**src/rtl/spi_rom_responder_if.sv**
```systemverilog
// SPI pin bundle between an initiator and the ROM responder.
// The initiator drives chip select, clock and MOSI; the responder drives MISO.
interface spi_rom_responder_if;
    logic spi_cs;
    logic spi_sclk;
    logic spi_mosi;
    logic spi_miso;

    modport master (
        output spi_cs,
        output spi_sclk,
        output spi_mosi,
        input  spi_miso
    );

    modport slave (
        input  spi_cs,
        input  spi_sclk,
        input  spi_mosi,
        output spi_miso
    );
endinterface

```
**src/rtl/spi_rom_responder.sv**
```systemverilog
// SPI mode-0 READ / FAST READ responder backed by a clk-domain loadable byte memory.
// SPI pins are oversampled in the clk domain; SCLK must stay high and low for >= 4 clk each.
module spi_rom_responder #(
    parameter int          MEM_AW   = 6,
    parameter logic [7:0]  CMD_READ = 8'h03,
    parameter logic [7:0]  CMD_FAST = 8'h0B
) (
    input  logic              clk,
    input  logic              reset_n,
    spi_rom_responder_if.slave spi,
    input  logic              load_en,
    input  logic [MEM_AW-1:0] load_addr,
    input  logic [7:0]        load_data,
    output logic              busy,
    output logic              cmd_err
);
    typedef enum logic [2:0] {IDLE, CMD, ADDR, DUMMY, DATA, IGNORE} state_t;

    state_t      state;
    logic        cs_s1, cs_s2, cs_s3;
    logic        sclk_s1, sclk_s2, sclk_s3;
    logic        mosi_s1, mosi_s2;
    logic [1:0]  sync_cnt;
    logic        cs_armed;
    logic [4:0]  bit_cnt;
    logic [7:0]  opcode;
    logic [23:0] addr;
    logic [7:0]  shift_reg;
    logic        miso_reg;
    logic        is_fast;
    logic        fetch_reg;
    logic        load_reg;
    logic        cmd_err_reg;

    logic [7:0]  mem [0:(1<<MEM_AW)-1];
    logic [7:0]  rd_data;

    logic        sclk_rise, sclk_fall, cs_rise;
    logic [7:0]  opcode_in;
    logic [23:0] addr_in;

    assign sclk_rise = sclk_s2 & ~sclk_s3;
    assign sclk_fall = ~sclk_s2 & sclk_s3;
    assign cs_rise   = cs_s2 & ~cs_s3 & cs_armed;
    assign opcode_in = {opcode[6:0], mosi_s2};
    assign addr_in   = {addr[22:0], mosi_s2};

    assign spi.spi_miso = miso_reg;
    assign busy         = (state != IDLE);
    assign cmd_err      = cmd_err_reg;

    // Synchronizers. The chip-select edge detector is only armed once a settled
    // low level has been seen, so a transfer already running at reset release is skipped.
    always_ff @(posedge clk or negedge reset_n) begin
        if (!reset_n) begin
            cs_s1    <= 1'b0;
            cs_s2    <= 1'b0;
            cs_s3    <= 1'b0;
            sclk_s1  <= 1'b0;
            sclk_s2  <= 1'b0;
            sclk_s3  <= 1'b0;
            mosi_s1  <= 1'b0;
            mosi_s2  <= 1'b0;
            sync_cnt <= 2'd0;
            cs_armed <= 1'b0;
        end else begin
            cs_s1   <= spi.spi_cs;
            cs_s2   <= cs_s1;
            cs_s3   <= cs_s2;
            sclk_s1 <= spi.spi_sclk;
            sclk_s2 <= sclk_s1;
            sclk_s3 <= sclk_s2;
            mosi_s1 <= spi.spi_mosi;
            mosi_s2 <= mosi_s1;
            if (sync_cnt != 2'd2) begin
                sync_cnt <= sync_cnt + 2'd1;
            end else if (!cs_s2) begin
                cs_armed <= 1'b1;
            end
        end
    end

    // Byte memory: no reset, registered read with write-first bypass.
    always_ff @(posedge clk) begin
        if (load_en) begin
            mem[load_addr] <= load_data;
        end
        if (fetch_reg) begin
            if (load_en && (load_addr == addr[MEM_AW-1:0])) begin
                rd_data <= load_data;
            end else begin
                rd_data <= mem[addr[MEM_AW-1:0]];
            end
        end
    end

    always_ff @(posedge clk or negedge reset_n) begin
        if (!reset_n) begin
            state       <= IDLE;
            bit_cnt     <= 5'd0;
            opcode      <= 8'd0;
            addr        <= 24'd0;
            shift_reg   <= 8'd0;
            miso_reg    <= 1'b0;
            is_fast     <= 1'b0;
            fetch_reg   <= 1'b0;
            load_reg    <= 1'b0;
            cmd_err_reg <= 1'b0;
        end else begin
            fetch_reg <= 1'b0;
            load_reg  <= fetch_reg;
            if (load_reg) begin
                shift_reg <= rd_data;
            end

            if (state != IDLE && !cs_s2) begin
                state     <= IDLE;
                bit_cnt   <= 5'd0;
                opcode    <= 8'd0;
                addr      <= 24'd0;
                shift_reg <= 8'd0;
                miso_reg  <= 1'b0;
                fetch_reg <= 1'b0;
                load_reg  <= 1'b0;
            end else begin
                case (state)
                    IDLE: begin
                        miso_reg <= 1'b0;
                        if (cs_rise) begin
                            state   <= CMD;
                            bit_cnt <= 5'd0;
                        end
                    end
                    CMD: begin
                        if (sclk_rise) begin
                            opcode <= opcode_in;
                            if (bit_cnt == 5'd7) begin
                                bit_cnt <= 5'd0;
                                is_fast <= (opcode_in == CMD_FAST);
                                if (opcode_in == CMD_READ || opcode_in == CMD_FAST) begin
                                    state <= ADDR;
                                end else begin
                                    state       <= IGNORE;
                                    cmd_err_reg <= 1'b1;
                                end
                            end else begin
                                bit_cnt <= bit_cnt + 5'd1;
                            end
                        end
                    end
                    ADDR: begin
                        if (sclk_rise) begin
                            addr <= addr_in;
                            if (bit_cnt == 5'd23) begin
                                bit_cnt <= 5'd0;
                                if (is_fast) begin
                                    state <= DUMMY;
                                end else begin
                                    state     <= DATA;
                                    fetch_reg <= 1'b1;
                                end
                            end else begin
                                bit_cnt <= bit_cnt + 5'd1;
                            end
                        end
                    end
                    DUMMY: begin
                        if (sclk_rise) begin
                            if (bit_cnt == 5'd7) begin
                                bit_cnt   <= 5'd0;
                                state     <= DATA;
                                fetch_reg <= 1'b1;
                            end else begin
                                bit_cnt <= bit_cnt + 5'd1;
                            end
                        end
                    end
                    DATA: begin
                        // Next byte is fetched right after the last bit leaves, well before the next fall.
                        if (sclk_fall) begin
                            miso_reg  <= shift_reg[7];
                            shift_reg <= {shift_reg[6:0], 1'b0};
                            if (bit_cnt == 5'd7) begin
                                bit_cnt   <= 5'd0;
                                addr      <= addr + 24'd1;
                                fetch_reg <= 1'b1;
                            end else begin
                                bit_cnt <= bit_cnt + 5'd1;
                            end
                        end
                    end
                    IGNORE: begin
                        miso_reg <= 1'b0;
                    end
                    default: begin
                        state    <= IDLE;
                        miso_reg <= 1'b0;
                    end
                endcase
            end
        end
    end
endmodule

```
**src/flat_wrapper.sv**
```systemverilog
// flat-port wrapper written by rule: the top's interface ports become plain ports
module spi_rom_responder_flat 
#(
    parameter int          MEM_AW   = 6,
    parameter logic [7:0]  CMD_READ = 8'h03,
    parameter logic [7:0]  CMD_FAST = 8'h0B
)
  (clk, reset_n, load_en, load_addr, load_data, busy, cmd_err, spi_spi_cs, spi_spi_sclk, spi_spi_mosi, spi_spi_miso);
  spi_rom_responder_if spi_i ();
  input  logic clk;
  input  logic reset_n;
  input  logic load_en;
  input  logic [MEM_AW-1:0] load_addr;
  input  logic [7:0] load_data;
  output logic busy;
  output logic cmd_err;
  input wire logic [$bits(spi_i.spi_cs)-1:0] spi_spi_cs;
  input wire logic [$bits(spi_i.spi_sclk)-1:0] spi_spi_sclk;
  input wire logic [$bits(spi_i.spi_mosi)-1:0] spi_spi_mosi;
  output wire logic [$bits(spi_i.spi_miso)-1:0] spi_spi_miso;
  assign spi_i.spi_cs = spi_spi_cs;
  assign spi_i.spi_sclk = spi_spi_sclk;
  assign spi_i.spi_mosi = spi_spi_mosi;
  assign spi_spi_miso = spi_i.spi_miso;
  spi_rom_responder #(.MEM_AW(MEM_AW), .CMD_READ(CMD_READ), .CMD_FAST(CMD_FAST)) u_core (.clk(clk), .reset_n(reset_n), .spi(spi_i), .load_en(load_en), .load_addr(load_addr), .load_data(load_data), .busy(busy), .cmd_err(cmd_err));
endmodule
```
**config.mk**
```make
export PLATFORM = sky130hd
export DESIGN_NAME = spi_rom_responder_flat
export DESIGN_NICKNAME = d
export VERILOG_FILES = /design/src/rtl/spi_rom_responder_if.sv /design/src/rtl/spi_rom_responder.sv /design/src/flat_wrapper.sv
export SDC_FILE = /design/constraint.sdc
export NUM_CORES = 1
export LEC_CHECK = 0
export CORE_AREA = 5 5 195 197
export CTS_BUF_LIST = sky130_fd_sc_hd__clkbuf_16
export CTS_CLUSTER_DIAMETER = 30
export DETAILED_ROUTE_END_ITERATION = 10
export DIE_AREA = 0 0 200 202
export GPL_ROUTABILITY_DRIVEN = 0
export PLACE_DENSITY = 0.9
export SETUP_SLACK_MARGIN = 0.4
export SYNTH_ARGS = -nofsm -noshare
export SYNTH_HDL_FRONTEND = slang
export SYNTH_SLANG_ARGS = --single-unit
```
**constraint.sdc**
```tcl
create_clock -name clk -period 3.55 [get_ports clk]
set_input_delay 0.355 -clock clk [delete_from_list [all_inputs] [get_ports clk]]
set_output_delay 0.355 -clock clk [all_outputs]
set_load 0.01 [all_outputs]
```
==> out/metrics.cfg <==
[routing]
ant_nets=0
drc=0
num_vias=14100
wl_per_cell_um=30.8
drt_iter0_drc=2422
viasPerCell=7.14
drt-total-wl_um=60700
firstDrtPassIters=6

[power_and_ir_drop]
netSwitchingFraction_pct=28.6
p_comb_share_pct=19.0
p_int_mw=15.4
clkPwrFrac_pct=45.3
ir_drop_uv=551
power_mw=21.6
pwr-share-seq_pct=35.7
p_leak_nw=9.21
p_per_area_nw_per_um2=797
p_sw_mw=6.18

[cts]
clockRootBuffer=clkbuf_16
clockBufferDepth=3
h-tree-depth=3
post_cts_resized=0
clock_sinks=565
cts_buffers=95
clock_latency_ps=620
cts.reportedPaths.clkPinSlew_ps=60
cts_tree=built

[worst_setup_path]
crit_chain=buf_4, xnor2_1, nand4_1, nor4_4, nor2b_1, nand3_1, o211ai_2
crit_path_start=u_core.addr[0]$_DFFE_PN0P_
required_ps=3900
cp_top_family=simple AND/OR/NAND/NOR gates
cp_num_buf_inv=1
critPathMaxStageDelay_ps=740
path_max_fanout=21
cp-endpoint=u_core.rd_data[2]$_DFFE_PP_
r2r_cells=7
worst_setup_path_end_kind=flop
r2r_setup_slack_ps=480
cp_data_arrival_time_ps=3420
rr_startpoint=u_core.addr[0]$_DFFE_PN0P_
cp-start-kind=flop
critical_path_depth=7
crit_slowest_cell=dfrtp_4
path_class=reg -> reg
r2r_end=u_core.rd_data[2]$_DFFE_PP_

[status]
status=complete, no violations

[placement]
placed_cells=1796
place_hpwl_um=30100
portBuffers=22

[run]
maxCapViolations=0

[synth]
synth_xor_area_share_pct=0.266
synth.distinct_cells=67
seq_area_frac_synth_pct=72.8
synth_cells=1346
ys_top_cells_by_count=edfxtp_1 (520), mux2i_1 (166), nor2_1 (91)
synthAdderAreaFrac_pct=0.163
yosys-top-cells-area=edfxtp_1 (68%), mux2i_1 (7.2%), dfrtp_1 (4.9%)
yosysMostFrequentCell=edfxtp_1
netlist_area_um2=23000
ys_warn_count=0
yosys_most_used_dff=edfxtp_1
yosysTopAreaCell=edfxtp_1
yosys.area_share.simple_pct=5.30
synthArstFlopShare_pct=7.96
synth_top_area_share_pct=67.9
synth_edf_count=520
syn_avg_cell_area_um2=17.1
ys_seq_elements=565
synth_compound_area_share_pct=5.36
syn-num-nets=1369
muxShareOfSynthArea_pct=13.7
synth_top_family_by_area=multiplexers

[global_route]
antenna_found_initial=3
grt_pass1_wl_um=90300
grt-ovfl-total=0
grt_max_degree=66
grt_pass1_vias=13900
track_usage_pct=30.1

[die]
die_x_um=200
row_count=70
dieArea_um2=40400
num_io_pins=23
die_h_um=202
initial_core_util_pct=63.8
core_um2=36100

[cells_and_area]
nFillCells=1727
multi_input_area_um2=5720
finish.utilization_pct=75.1
largest_reg_flops=512
drive_above_1_share_pct=19.9
fin_nets=1450
regArea_um2=16700
area_growth_pct=17.7
fin_cells=1974

[sta]
post-route-min-period_ps=3070
setup_viol=0
fin_crit_sh_pct=86.4
hold_viol_final=0
relSlewSlack_pct=5.68
fmax_mhz=326
maxSlewViolCount=0
whs_ps=200
tightest_slew_ps=1410
rsz0062_at_grt=false
skew_ps=32.8
fin_tns_setup_ps=0

[min_path]
hold_class=in -> reg

==> metal layers <==
layer | up-vias | share of wire (%) | track usage [%]
met5 | - | 0.038 | 0
met4 | 4 | 6.0 | 13.4
met3 | 305 | 13 | 7.88
met2 | 1411 | 47 | 46.1
met1 | 6870 | 34 | 41.2
li1 | 5514 | - | -
==> worst min-delay path by stage <==
| stage | from | endpoint | cells past startpoint |
|---|---|---|---|
| final | spi_spi_sclk | u_core.sclk_s1$_DFF_PN0_ | 1 |
| after detailed placement | u_core.cs_s1$_DFF_PN0_ | u_core.cs_s2$_DFF_PN0_ | 0 |
| after CTS | spi_spi_sclk | u_core.sclk_s1$_DFF_PN0_ | 1 |
| after global routing | spi_spi_sclk | u_core.sclk_s1$_DFF_PN0_ | 1 |
| after floorplan | reset_n | u_core.addr[0]$_DFFE_PN0P_ | 0 |
| after global placement | u_core.mosi_s1$_DFF_PN0_ | u_core.mosi_s2$_DFF_PN0_ | 0 |
==> layout by cell type (no fill, tap or decap), types with 10 or more instances in the layout <==
cell type,count
a21oi_1,31
a22oi_1,68
buf_4,38
bufinv_16,18
clkbuf_16,96
clkdlybuf4s50_1,13
clkinvlp_4,10
dfrtp_1,42
edfxtp_1,520
inv_1,15
inv_6,15
mux2_2,14
mux2i_1,166
mux4_1,10
mux4_2,48
nand2_1,74
nand3_1,30
nor2_1,90
nor3_1,10
o21ai_0,36
==> worst reg2reg max path: stages, from the launching register on <==
cell and delay [ps]:
dfrtp_4 740, buf_4 340, xnor2_1 140, nand4_1 180
nor4_4 560, nor2b_1 370, nand3_1 320, o211ai_2 140
==> stage by stage <==
step,setup slack [ps],cell area (um2)
after global routing,426,27100
after detailed placement,545,23600
after CTS,613,27100
final,483,27100
after floorplan,1530,23000
after global placement,620,23600
==> repair_timing <==
item / in CTS / in global routing
endpoints found under the hold margin: 45 / 0
buffers inserted: 1 / 0
endpoints found under the setup margin: 3 / 0
hold buffers: 1 / 0
==> area by class of cell <==
| cell class | count | share of cell area [%] |
|---|---|---|
| diodes | 1 | 0.00924 |
| clock buffers | 96 | 8.87 |
| clock inverters | 79 | 3.70 |
| inverters | 9 | 0.125 |
| multi-input cells | 689 | 21.1 |
| flip-flops and latches | 565 | 61.8 |
| well taps | 468 | 2.16 |
| repair buffers | 67 | 2.18 |
==> cells by family (layout without fill, tap and decap cells) <==
logic type                 Yosys count  in the layout
AOI/OAI and AO/OA                  182            182
xor gates and xnor gates             7              7
adders and majority gates            3              3
buffers and inverters               92            251
DFF                                565            565
muxes                              238            238
other                                0              1
and+or+nand+nor                    259            259
==> power by group through the flow <==
stage,clock [mW],combinational (mW),sequential [mW]
floorplan,0,3.03,7.61
global placement,0,3.56,7.83
detailed placement,0,3.70,7.84
CTS,9.79,3.98,7.69
global route,10.2,4.25,7.71
finish,9.78,4.10,7.70
Note: power is estimated with default switching activity, not from simulation.
